### src/rtl/btn_event_arbiter.sv
// btn_event_arbiter: collects button press pulses and offers them one at a time over a valid/ready handshake
module btn_event_arbiter #(
  parameter int ROUND_ROBIN = 1
) (
  input  logic       clk,
  input  logic       rst,
  input  logic [3:0] press,
  output logic       ev_valid,
  output logic [1:0] ev_id,
  input  logic       ev_ready,
  output logic [3:0] pending,
  output logic [3:0] overrun,
  input  logic       ovr_clr
);
  localparam logic [0:0] IDLE  = 1'b0;
  localparam logic [0:0] OFFER = 1'b1;
  logic [0:0] r_state;
  logic [1:0] r_id;
  logic [1:0] r_ptr;
  logic [3:0] r_pend;
  logic [3:0] r_ovr;
  logic       w_grant;
  logic [1:0] w_base;
  logic [1:0] w_win;
  logic [3:0] w_clr;
  logic [3:0] w_ovr_set;
  // Search the registered pending bits upward from the base index, wrapping 3 -> 0
  always_comb begin
    w_base = (ROUND_ROBIN != 0) ? r_ptr : 2'd0;
    w_win  = w_base;
    for (int k = 3; k >= 0; k--)
      if (r_pend[w_base + 2'(k)]) w_win = w_base + 2'(k);
  end
  assign w_grant   = (r_state == IDLE || ev_ready) && |r_pend;
  assign w_clr     = w_grant ? (4'b0001 << w_win) : 4'b0000;
  assign w_ovr_set = press & r_pend & ~w_clr;
  // Handshake state, offered id and round-robin pointer; pointer moves only on a grant
  always_ff @(posedge clk or posedge rst) begin
    if (rst) begin
      r_state <= IDLE;
      r_id    <= 2'd0;
      r_ptr   <= 2'd0;
    end else if (w_grant) begin
      r_state <= OFFER;
      r_id    <= w_win;
      r_ptr   <= w_win + 2'd1;
    end else if (ev_ready) begin
      r_state <= IDLE;
    end
  end
  // Pending events and sticky overruns; a press on the grant edge becomes a fresh event
  always_ff @(posedge clk or posedge rst) begin
    if (rst) begin
      r_pend <= 4'b0;
      r_ovr  <= 4'b0;
    end else begin
      r_pend <= (r_pend & ~w_clr) | press;
      r_ovr  <= (ovr_clr ? 4'b0 : r_ovr) | w_ovr_set;
    end
  end
  assign ev_valid = (r_state == OFFER);
  assign ev_id    = r_id;
  assign pending  = r_pend;
  assign overrun  = r_ovr;
endmodule
### config.mk
export PLATFORM = sky130hd
export DESIGN_NAME = btn_event_arbiter
export DESIGN_NICKNAME = d
export VERILOG_FILES = /design/src/rtl/btn_event_arbiter.sv
export SDC_FILE = /design/constraint.sdc
export NUM_CORES = 1
export LEC_CHECK = 0
export ABC_AREA = 0
export CAP_MARGIN = 20
export CORE_MARGIN = 3
export CORE_UTILIZATION = 30
export CTS_CLUSTER_DIAMETER = 50
export DETAILED_ROUTE_END_ITERATION = 6
export GPL_TIMING_DRIVEN = 0
export MAX_ROUTING_LAYER = met4
export PLACE_DENSITY = 0.65
export SYNTH_ARGS = -nofsm -noshare
export SYNTH_HDL_FRONTEND = slang
export SYNTH_SLANG_ARGS = --single-unit
### constraint.sdc
create_clock -name clk -period 1.95 [get_ports clk]
set_input_delay 0.39 -clock clk [delete_from_list [all_inputs] [get_ports clk]]
set_output_delay 0.39 -clock clk [all_outputs]
set_load 0.05 [all_outputs]
-- After elaboration in Yosys (flattened, before gate mapping)
Index checks and enable logic that the tools add are counted.
- flip-flop bits (word level): 13
- input bits: 8
- output and inout port bits: 11
- word-level logic and storage cells: 41
- add/subtract/negate cells: 4
- $lt $le $gt $ge: 4
- shift-type cells: 1
- multiplexer cells: 16
- bitwise logic cells: 7
- reductions and logical operators: 4
- operators by type and width (kind ; count):
    AND 4 bit ; 3
    < comparator 2 x 3 -> 1 bit, second input constant ; 4
    binary-select mux 1 bit (select 2 bit) ; 4
    2-to-1 mux 2 bit ; 4
    2-to-1 mux 4 bit ; 2
    OR 4 bit ; 2
    2-to-1 mux 1 bit ; 6
    adder 2 x 1 -> 2 bit, second input constant ; 2
    adder 2 bit, second input constant ; 2
    NOT 4 bit ; 1
    OR reduction 4 bit ; 1
    left shift 1 x 2 -> 4 bit, first input constant ; 1
    nonzero test 2 bit ; 1
    logical AND 1 bit ; 1
    logical OR 1 bit ; 1
    NOT 1 bit ; 1

-- Logic depth before layout (Yosys ltp)
Gate-level depths: netlist of run 1.
- depth in word-level cells: 12
- gate-level depth with buffers: 6
- mapped depth without buffers: 5

-- Worst setup path after synthesis of run 1
Ideal clock, no wire load.
- path type: reg-to-reg
- start point: reg r_pend[1], in the netlist pending[1]
- end point: reg r_ovr[0], in the netlist overrun[0]
- setup time: 0.122 ns
- arrival: 1.894 ns
- required time: 1.828 ns
- setup slack: -0.065 ns
- stages on the path, launching flop included: 7
- buffers on the path: 1
- period minus slack after synthesis: 2.015 ns
- cell sequence: dfrtp_1 > buf_2 > nor3b_1 > or4_4 > o21ai_2 > nand3b_1 > a32o_1
- cells in the longest elaborated chain, start to end: 11
- elaborated cells on any way between the ends: 19
- those cells by class: 1 x shift; 13 x mux; 3 x bitwise; 2 x reduce/logical
- RTL lines (item ; RTL line ; text):
    start, declared ; 20 ; logic [3:0] r_pend;
    start signal, assigned ; 57 ; r_pend <= (r_pend & ~w_clr) | press;
    binary-select mux 1 bit (select 2 bit) ; 32 ; if (r_pend[w_base + 2'(k)]) w_win = w_base + 2'(k);
    2-to-1 mux 1 bit (not written as such) ; 32 ;
    2-to-1 mux 2 bit (4 in series) ; 32 ;
    left shift 1 x 2 -> 4 bit ; 35 ; assign w_clr = w_grant ? (4'b0001 << w_win) : 4'b0000;
    2-to-1 mux 4 bit * ; 35 ;
    NOT 4 bit * ; 36 ; assign w_ovr_set = press & r_pend & ~w_clr;
    AND 4 bit * ; 36 ;
    OR 4 bit * ; 58 ; r_ovr <= (ovr_clr ? 4'b0 : r_ovr) | w_ovr_set;
    end signal, assigned ; 58 ;
    end, declared ; 21 ; logic [3:0] r_ovr;
Mark *: on every way between the ends. The rest lies on a longest branch, timed or not. The select of a mux whose other input is x is not followed.
A chain may end at the register's enable or synchronous reset.

-- Worst setup path after layout of run 1
- start point: reg r_pend[0], in the netlist pending[0]
- end point: out pending[0]
- RTL lines (item ; RTL line ; text):
    end, declared ; 11 ; output logic [3:0] pending,
No word-level cell between the ends.

==> reports/qor.csv, run 1 <==
stage,metric,value,unit
outcome,status,"complete, no violations",
clocking,Post-CTS Setup Inserts,0,
sta,Final Max Slew Viols,0,
power,Psw,0.000804,W
hold_path,hold crit path type,input pin to async pin,
floorplan,die width,52.8,um
layout,Syn-to-layout area delta,37.9,%
critical_path,Critical Path Fanout Max,2,
floorplan,initial core utilization,0.325,
routing,Final ANT Viol Nets,0,
logic_synthesis,"Cell Area, Synth",657,um2
critical_path,WS Path Type,flop to primary output,
floorplan,FP Rows,16,
placement,post-DP HPWL,1030,um
layout,nets,92,
power,clock share of power,0.096,
routing,DRT iter0 DRCs,9,
sta,Least-Margin Pin Slew,0.496,ns
logic_synthesis,async set or reset register ratio after synthesis,1.00,
logic_synthesis,biggest area consumer among synthesized cells,dfrtp_1,
sta,RSZ-0062 raised after global routing,false,
layout,share of cells above drive strength 1,0.169,
placement,dpl cells,106,
clocking,root buffer cell,clkbuf_4,
global_route,total track usage,0.122,
clocking,H-tree depth,1,
clocking,CTS Buffer Depth,2,
power,PwrDens,1830,nW/um2
critical_path,Worst EP required,1.56,ns
logic_synthesis,Ys Warns,0,
global_route,vias in the first global route,588,
logic_synthesis,sequential area share after synthesis,0.495,
global_route,GRT overflow,0,
critical_path,CP max stage cell,clkdlybuf4s50_1,
global_route,met2 Resource Use GR,0.198,
logic_synthesis,Post-synth EDFFs,0,
routing,Residual DRC,0,
global_route,largest net degree at the start of global routing,14,
power,LEAKAGE,0.376,nW
layout,Final Non-Filler Cells,110,
sta,Final Hold Vio Count,0,
clocking,post-cts hold buffer count,0,
logic_synthesis,commonest cells in the netlist,"dfrtp_1 (13), inv_1 (8), nand2_1 (5)",
placement,Placer Congestion,0.704,
logic_synthesis,most common cell in the synthesized netlist,dfrtp_1,
sta,fmax,0.546,GHz
critical_path,nature of the critical path startpoint,flop,
logic_synthesis,"Avg Cell Area, Syn",10.8,um2
critical_path,crit-path leading delay family,buffers and inverters,
floorplan,core area,2020,um2
critical_path,"Cell Chain, Critical Path",clkdlybuf4s50_1,
sta,Fin Setup TNS,0,ns
sta,Final min period,1.83,ns
placement,IO buf count,18,
clocking,Clock Latency Late Sink,0.27,ns
clocking,CTS sink cnt,13,
routing,via density per instance,4.95,
critical_path,Slowest Stage Delay on Critical Path,0.81,ns
floorplan,Die ar.,2790,um2
logic_synthesis,#FFs+latches synth,13,
critical_path,CP arrival,1.44,ns
clocking,Worst-path clk slew,0.08,ns
power,Comb power frac,0.612,
routing,DR vias,545,
layout,fillers,206,
floorplan,IO Pins,19,
sta,Clock Skew,0.00485,ns
clocking,CTS tree,yes,
flow_run,Max Cap Violations,0,
layout,ant diodes,0,
sta,headroom to the max-slew limit,0.668,
global_route,gr busiest metal,met2,
sta,endpoints failing setup,0,
floorplan,die height,52.8,um
power,Max VDD drop,0.000762,V
global_route,initial antenna violation count,0,
sta,final worst path period share,0.940,
global_route,wire length of the first global-routing pass,2420,um
logic_synthesis,top cell type's share of synthesized area,0.495,
logic_synthesis,Syn Nets,69,
routing,final wirelength,1340,um
critical_path,Critical Path Sink Type,primary output,
logic_synthesis,Post-synth top flop,dfrtp_1,
logic_synthesis,distinct cell type count after synthesis,30,
critical_path,Worst Path Buf+Inv,1,
global_route,GRT met1 Usage,0.140,
logic_synthesis,"top cells by area, synth","dfrtp_1 (50%), inv_1 (4.6%), o221ai_4 (4.0%), nor3b_1 (3.4%), a21oi_1 (3.0%)",
global_route,met3 global-route usage,0.0256,
logic_synthesis,Post-Synthesis Cells,61,
routing,drt pass-1 iters,4,
power,Seq pwr share,0.292,
power,Sw Ratio,0.484,
power,P_int,0.000857,W
clocking,TritonCTS Buffers,3,
routing,DR WL/cell,12.2,um
[state kept, by name, summed over array words and instances (netlist names)]
signal and flops:
overrun 4, ev_id 2, r_ptr 2, ev_valid 1
pending 4
[layout by cell type (no fill, tap or decap), types with 2 or more instances in the layout]
master,count
clkdlybuf4s50_1,16
dfrtp_1,11
inv_1,8
nand2_1,5
a21oi_1,4
clkbuf_4,3
buf_2,2
nor3b_1,2
a21o_1,2
o2bb2ai_1,2
dfrtp_2,2
[area by class of cell]
class                           count  area [um2]  area share
Clock buffer                        4        26.3      0.0290
Multi-Input combinational cell     37         285       0.315
Tap cell                           27        33.8      0.0373
Buffer                              3        21.3      0.0235
Inverter                            8        30.0      0.0331
Sequential cell                    13         328       0.362
Timing Repair Buffer               18         181       0.200
[power groups by stage]
stage,clock (W),combinational [W],sequential [W]
3_5_place_dp,0,0.00103,0.000490
4_1_cts,0.000170,0.00102,0.000484
2_1_floorplan,0,0.000435,0.000788
5_1_grt,0.000185,0.00109,0.000504
6_report,0.000159,0.00102,0.000484
3_3_place_gp,0,0.00101,0.000484
[routing by layer]
metal  wire length, um  up-vias
met1               590      266
met4                 6        0
li1                  -      265
met3                79        2
met2               665       12
met5                 0        -
[cell families (layout without fill, tap and decap cells)]
group | Yosys count | after routing | synth area share
and+or+nand+nor | 16 | 16 | 0.152
DFF | 13 | 13 | 0.495
muxes | 1 | 1 | 0.0171
AOI/OAI and AO/OA | 20 | 20 | 0.257
buffers and inverters | 11 | 33 | 0.0781
[final timing paths]
check,slack (ns),to,start,depth (start not counted)
setup / recovery,0.12,pending[0],pending[0],1
hold / removal,0.43,overrun[0],rst,2
setup reg to reg,0.13,overrun[1],pending[2],5
hold reg to reg,0.49,overrun[1],overrun[1],1
max in group asynchronous,1.16,pending[1],rst,2
min in group clk,0.49,overrun[1],overrun[1],1
[per-stage QoR]
| stage | hold WS (ns) | utilization | instance area, um2 | power [W] | setup slack, ns |
|---|---|---|---|---|---|
| global route | 0.467 | 0.448 | 906 | 0.00178 | 0.0102 |
| finish | 0.433 | 0.448 | 906 | 0.00166 | 0.117 |
| detailed placement | 0.473 | 0.432 | 873 | 0.00152 | 0.124 |
| global placement | 0.472 | 0.432 | 873 | 0.00150 | 0.137 |
| floorplan | 0.267 | - | 659 | 0.00122 | 0.0277 |
| CTS | 0.442 | 0.444 | 898 | 0.00168 | 0.0143 |
[what timing repair did]
action | CTS | global route
endpoints found under the setup margin | 1 | 2
resized for setup | 1 | 2
pin swaps | 0 | 0
Note: power is estimated with default switching activity, not from simulation.
==> inputs of run 2 (changes only) <==
- PLACE_DENSITY: 0.65 -> not set
- PLACE_DENSITY_LB_ADDON: not set -> 0.15
==> run 2 against run 1 <==
Net effect:
- register-to-register slack is essentially flat
- via count shrank 2.4%
- critical path depth is the same
- design area shrank 0.55%
- sequential power is essentially flat
- critical path type unchanged
- largest cell class unchanged
==> reports/qor.csv, run 2 (synthesized netlist as in run 1, its figures left out) <==
stage,metric,value,unit,change
outcome,status,"complete, no violations",,
global_route,wire length of the first global-routing pass,2300,um,-4.8%
clocking,CTS tree,yes,,
sta,RSZ-0062 raised after global routing,false,,
placement,post-DP HPWL,996,um,-3.6%
placement,IO buf count,18,,unchanged
routing,drt pass-1 iters,4,,unchanged
clocking,CTS sink cnt,13,,unchanged
sta,Fin Setup TNS,0,ns,unchanged
floorplan,IO Pins,19,,unchanged
layout,most common library cell in the layout ignoring fill and taps,clkdlybuf4s50_1,,
placement,Placer Congestion,0.721,,+2.5%
global_route,initial antenna violation count,0,,unchanged
clocking,H-tree depth,1,,unchanged
critical_path,worst r2r path cells,5,,unchanged
power,clock share of power,0.101,,+0.005
layout,nets,92,,unchanged
critical_path,Slowest Stage Delay on Critical Path,0.81,ns,about the same
sta,Clock Skew,0.000545,ns,-0.00430 ns
critical_path,crit-path leading delay family,buffers and inverters,,
hold_path,hold crit path type,input pin to async pin,,
global_route,GRT overflow,0,,unchanged
routing,Residual DRC,0,,unchanged
floorplan,die height,52.8,um,unchanged
clocking,TritonCTS Buffers,3,,unchanged
power,Psw,0.000807,W,+0.39%
routing,DRT iter0 DRCs,2,,-7
power,Comb power frac,0.609,,-0.003
sta,Least-Margin Pin Slew,0.501,ns,+0.00423 ns
power,Sw Ratio,0.486,,+0.00154
clocking,Clock Latency Late Sink,0.28,ns,about the same
clocking,CTS Buffer Depth,2,,unchanged
clocking,root buffer cell,clkbuf_4,,
clocking,Post-CTS Setup Inserts,0,,unchanged
routing,DR WL/cell,11.6,um,-4.5%
floorplan,initial core utilization,0.325,,unchanged
floorplan,Die ar.,2790,um2,unchanged
floorplan,core area,2020,um2,unchanged
sta,Final Max Slew Viols,0,,unchanged
sta,headroom to the max-slew limit,0.665,,-0.00283
critical_path,WS Path Type,flop to primary output,,
power,PwrDens,1840,nW/um2,+0.63%
critical_path,"Cell Chain, Critical Path",clkdlybuf4s50_1,,
sta,endpoints failing setup,0,,unchanged
floorplan,FP Rows,16,,unchanged
layout,"commonest cells after routing, fill and taps aside","clkdlybuf4s50_1 (16), dfrtp_1 (11), inv_1 (8)",,
critical_path,Critical Path Sink Type,primary output,,
routing,DR vias,532,,-2.4%
clocking,post-cts hold buffer count,0,,unchanged
power,Seq pwr share,0.289,,-0.003
layout,Register Area,328,um2,unchanged
sta,final worst path period share,0.941,,about the same
critical_path,CP max stage cell,clkdlybuf4s50_1,,
global_route,largest net degree at the start of global routing,14,,unchanged
power,Max VDD drop,0.000852,V,+12%
floorplan,die width,52.8,um,unchanged
global_route,total track usage,0.115,,-0.00724
routing,Final ANT Viol Nets,0,,unchanged
clocking,Worst-path clk slew,0.08,ns,about the same
power,P_int,0.000855,W,-0.22%
routing,final wirelength,1280,um,-4.5%
routing,via density per instance,4.84,,-2.4%
sta,Final Hold Vio Count,0,,unchanged
layout,share of cells above drive strength 1,0.157,,-0.0120
layout,Syn-to-layout area delta,37.1,%,
critical_path,Critical Path Fanout Max,2,,unchanged
global_route,vias in the first global route,519,,-12%
layout,fillers,209,,+1.5%
sta,Final min period,1.83,ns,+0.00154 ns
flow_run,Max Cap Violations,0,,unchanged
layout,Multi-input gate area,280,um2,-1.8%
clocking,Resize count post-CTS,1,,unchanged
critical_path,Worst Path Buf+Inv,1,,unchanged
critical_path,nature of the critical path startpoint,flop,,
sta,final setup margin,0.116,ns,-0.00154 ns
sta,fmax,0.545,GHz,about the same
critical_path,cell depth of the worst setup path,1,,unchanged
power,LEAKAGE,0.374,nW,-0.51%
placement,pre-CTS setup slack,0.136,ns,+0.0121 ns
critical_path,CP arrival,1.44,ns,about the same
layout,ant diodes,0,,unchanged
critical_path,Worst EP required,1.56,ns,about the same
run 2: cell counts in the layout (fill, tap and decap cells not counted):
No cell type changed its count.
run 2: metrics by stage:
stage / std cells / hold slack [ns] / util / power (W) / instance area [um2]
5_1_grt: 110 / 0.493 / 0.446 / 0.00178 / 901
3_3_place_gp: 106 / 0.463 / 0.432 / 0.00150 / 873
3_5_place_dp: 106 / 0.465 / 0.432 / 0.00151 / 873
4_1_cts: 110 / 0.438 / 0.444 / 0.00168 / 898
2_1_floorplan: 61 / 0.267 / - / 0.00122 / 659
6_report: 110 / 0.427 / 0.446 / 0.00166 / 901
run 2: metal layers:
layer	GRT usage	share of wire	up-vias
li1	-	-	267
met1	0.145	0.50	247
met2	0.171	0.43	15
met3	0.0285	0.054	3
met4	0.0511	0.020	0
met5	-	0	-
run 2: final cells by class:
type	count	area share
Tap cell	27	0.0375
Multi-Input combinational cell	37	0.311
Sequential cell	13	0.364
Buffer	3	0.0236
Timing Repair Buffer	18	0.201
Inverter	8	0.0333
Clock buffer	4	0.0292
run 2: power by group through the flow:
stage               Combinational, W  Clock (W)  Sequential (W)
floorplan                   0.000435          0        0.000788
global placement             0.00101          0        0.000482
detailed placement           0.00102          0        0.000488
CTS                          0.00102   0.000177        0.000483
global route                 0.00109   0.000188        0.000501
finish                       0.00101   0.000168        0.000481
run 2: worst paths after layout:
check,startpoint,endpoint,slack [ns]
min in group clk,ev_id[0],ev_id[0],0.48
min,rst,ev_id[0],0.43
max reg2reg,pending[2],overrun[1],0.13
min reg2reg,ev_id[0],ev_id[0],0.48
max,overrun[3],overrun[3],0.12
max in group asynchronous,rst,pending[2],1.16
==> inputs of run 3 (changes only) <==
- CORE_MARGIN: 3 -> 1
==> run 3 against run 2 <==
Net effect:
- first-iteration DRC count rose to 3.5 times the previous value
- count of clock-buffer cells in the layout fell by 1
- design area rose by 0.28%
- sequential share of layout area fell by 0.10 points
- clock power barely moved
- maximum frequency barely moved
- sequential cell count did not move
- combinational power barely moved
- critical endpoint is now pending[0]
- largest power group unchanged
==> reports/qor.csv, run 3 (synthesized netlist as in run 1, its figures left out) <==
stage,metric,value,unit,change
sta,final worst path period share,0.941,,about the same
layout,Syn-to-layout area delta,37.5,%,
critical_path,WS Path Type,flop to primary output,,
routing,met1 wire length,630,um,-0.79%
clocking,Resize count post-CTS,2,,+1
routing,Residual DRC,0,,unchanged
critical_path,Slowest Stage Delay on Critical Path,0.80,ns,about the same
critical_path,Critical Path Fanout Max,2,,unchanged
outcome,status,"complete, no violations",,
placement,post-DP HPWL,966,um,-3.0%
routing,DR vias,513,,-3.6%
layout,fillers,211,,+0.96%
power,Seq pwr share,0.290,,about the same
power,Max VDD drop,0.000869,V,+2.0%
routing,final wirelength,1250,um,-2.7%
hold_path,hold crit path type,input pin to async pin,,
clocking,root buffer cell,clkbuf_4,,
clocking,Clock Latency Late Sink,0.28,ns,about the same
sta,fmax,0.545,GHz,about the same
placement,Placer Congestion,0.668,,-7.3%
placement,placed inst area,873,um2,unchanged
sta,RSZ-0062 raised after global routing,false,,
routing,DRT iter0 DRCs,7,,+5
sta,Fin Setup TNS,0,ns,unchanged
sta,headroom to the max-slew limit,0.658,,-0.00737
sta,Final Max Slew Viols,0,,unchanged
power,PwrDens,1830,nW/um2,-0.96%
clocking,post-cts hold buffer count,0,,unchanged
clocking,TritonCTS Buffers,3,,unchanged
power,Comb power frac,0.608,,about the same
layout,share of cells above drive strength 1,0.181,,+0.0241
layout,"commonest cells after routing, fill and taps aside","clkdlybuf4s50_1 (16), dfrtp_1 (11), inv_1 (8)",,
floorplan,die height,48.8,um,-7.6%
sta,Clock Skew,0.00555,ns,+0.00500 ns
global_route,largest net degree at the start of global routing,14,,unchanged
power,clock share of power,0.102,,about the same
routing,met3 WL,65,um,-5.8%
sta,Least-Margin Pin Slew,0.513,ns,+0.0121 ns
layout,Multi-input gate area,285,um2,+1.8%
layout,Register Area,328,um2,unchanged
routing,top routing layer in use,met4,,
floorplan,core area,2000,um2,-0.99%
critical_path,nature of the critical path startpoint,flop,,
power,Psw,0.000801,W,-0.76%
routing,via density per instance,4.66,,-3.6%
clocking,CTS sink cnt,13,,unchanged
layout,nets,92,,unchanged
routing,Final ANT Viol Nets,0,,unchanged
power,LEAKAGE,0.375,nW,+0.41%
critical_path,Worst Path Buf+Inv,1,,unchanged
global_route,total track usage,0.121,,+0.00650
clocking,Worst-path clk slew,0.09,ns,about the same
global_route,initial antenna violation count,0,,unchanged
clocking,Post-CTS Setup Inserts,0,,unchanged
critical_path,crit path from,pending[0],,
critical_path,Critical Path Sink Type,primary output,,
layout,Final Cell Area,903,um2,+0.28%
placement,IO buf count,18,,unchanged
critical_path,Worst EP required,1.56,ns,about the same
power,Sw Ratio,0.485,,about the same
power,P_int,0.000849,W,-0.61%
critical_path,"Cell Chain, Critical Path",clkdlybuf4s50_1,,
clocking,CTS Buffer Depth,2,,unchanged
critical_path,crit-path leading delay family,buffers and inverters,,
critical_path,CP max stage cell,clkdlybuf4s50_1,,
sta,Final Hold Vio Count,0,,unchanged
global_route,vias in the first global route,483,,-6.9%
floorplan,FP Rows,16,,unchanged
global_route,GRT overflow,0,,unchanged
routing,drt pass-1 iters,4,,unchanged
global_route,wire length of the first global-routing pass,2150,um,-6.6%
layout,ant diodes,0,,unchanged
critical_path,FF-to-FF Start,pending[2],,
floorplan,initial core utilization,0.328,,+0.00325
sta,endpoints failing setup,0,,unchanged
floorplan,IO Pins,19,,unchanged
floorplan,Die ar.,2380,um2,-15%
sta,Final min period,1.84,ns,+0.000972 ns
flow_run,Max Cap Violations,0,,unchanged
routing,DR WL/cell,11.3,um,-2.7%
floorplan,die width,48.8,um,-7.6%
layout,most common library cell in the layout ignoring fill and taps,clkdlybuf4s50_1,,
clocking,CTS tree,yes,,
critical_path,CP arrival,1.45,ns,about the same
routing,met2 routed wirelength,525,um,-4.9%
clocking,H-tree depth,1,,unchanged
## run 3: final cells by class
| class | count | share of cell area |
|---|---|---|
| Buffer | 3 | 0.0235 |
| Clock buffer | 3 | 0.0249 |
| Clock inverter | 1 | 0.00554 |
| Inverter | 8 | 0.0332 |
| Multi-Input combinational cell | 37 | 0.316 |
| Sequential cell | 13 | 0.363 |
| Tap cell | 27 | 0.0374 |
| Timing Repair Buffer | 18 | 0.197 |
## run 3: power groups by stage
stage / Sequential [W] / Clock (W) / Combinational (W)
3_5_place_dp: 0.000487 / 0 / 0.00102
5_1_grt: 0.000502 / 0.000190 / 0.00107
4_1_cts: 0.000482 / 0.000176 / 0.00101
3_3_place_gp: 0.000482 / 0 / 0.00101
6_report: 0.000479 / 0.000168 / 0.00100
2_1_floorplan: 0.000788 / 0 / 0.000435
## run 3: per-stage QoR
step                      worst slack (ns)  cells  hold slack [ns]   util  total power, W
after detailed placement             0.117    106            0.466  0.436         0.00150
after global placement               0.135    106            0.463  0.436         0.00149
after CTS                           0.0930    110            0.442  0.449         0.00167
after floorplan                     0.0277     61            0.267      -         0.00122
final                                0.115    110            0.433  0.451         0.00165
after global routing                0.0158    110            0.503  0.451         0.00176
## run 3: worst paths after layout
check / end / slack, ns / cells after the start
setup / recovery: pending[0] / 0.11 / 1
max in group asynchronous: pending[1] / 1.14 / 2
hold / removal: overrun[1] / 0.43 / 2
hold reg to reg: ev_id[0] / 0.48 / 1
setup reg to reg: overrun[0] / 0.13 / 5
min in group clk: ev_id[0] / 0.48 / 1
## run 3: metal layers
metal  vias to the layer above  GRT usage
met5                         -          -
met4                         0     0.0735
met3                         4     0.0187
met2                        14      0.162
met1                       231      0.170
li1                        264          -
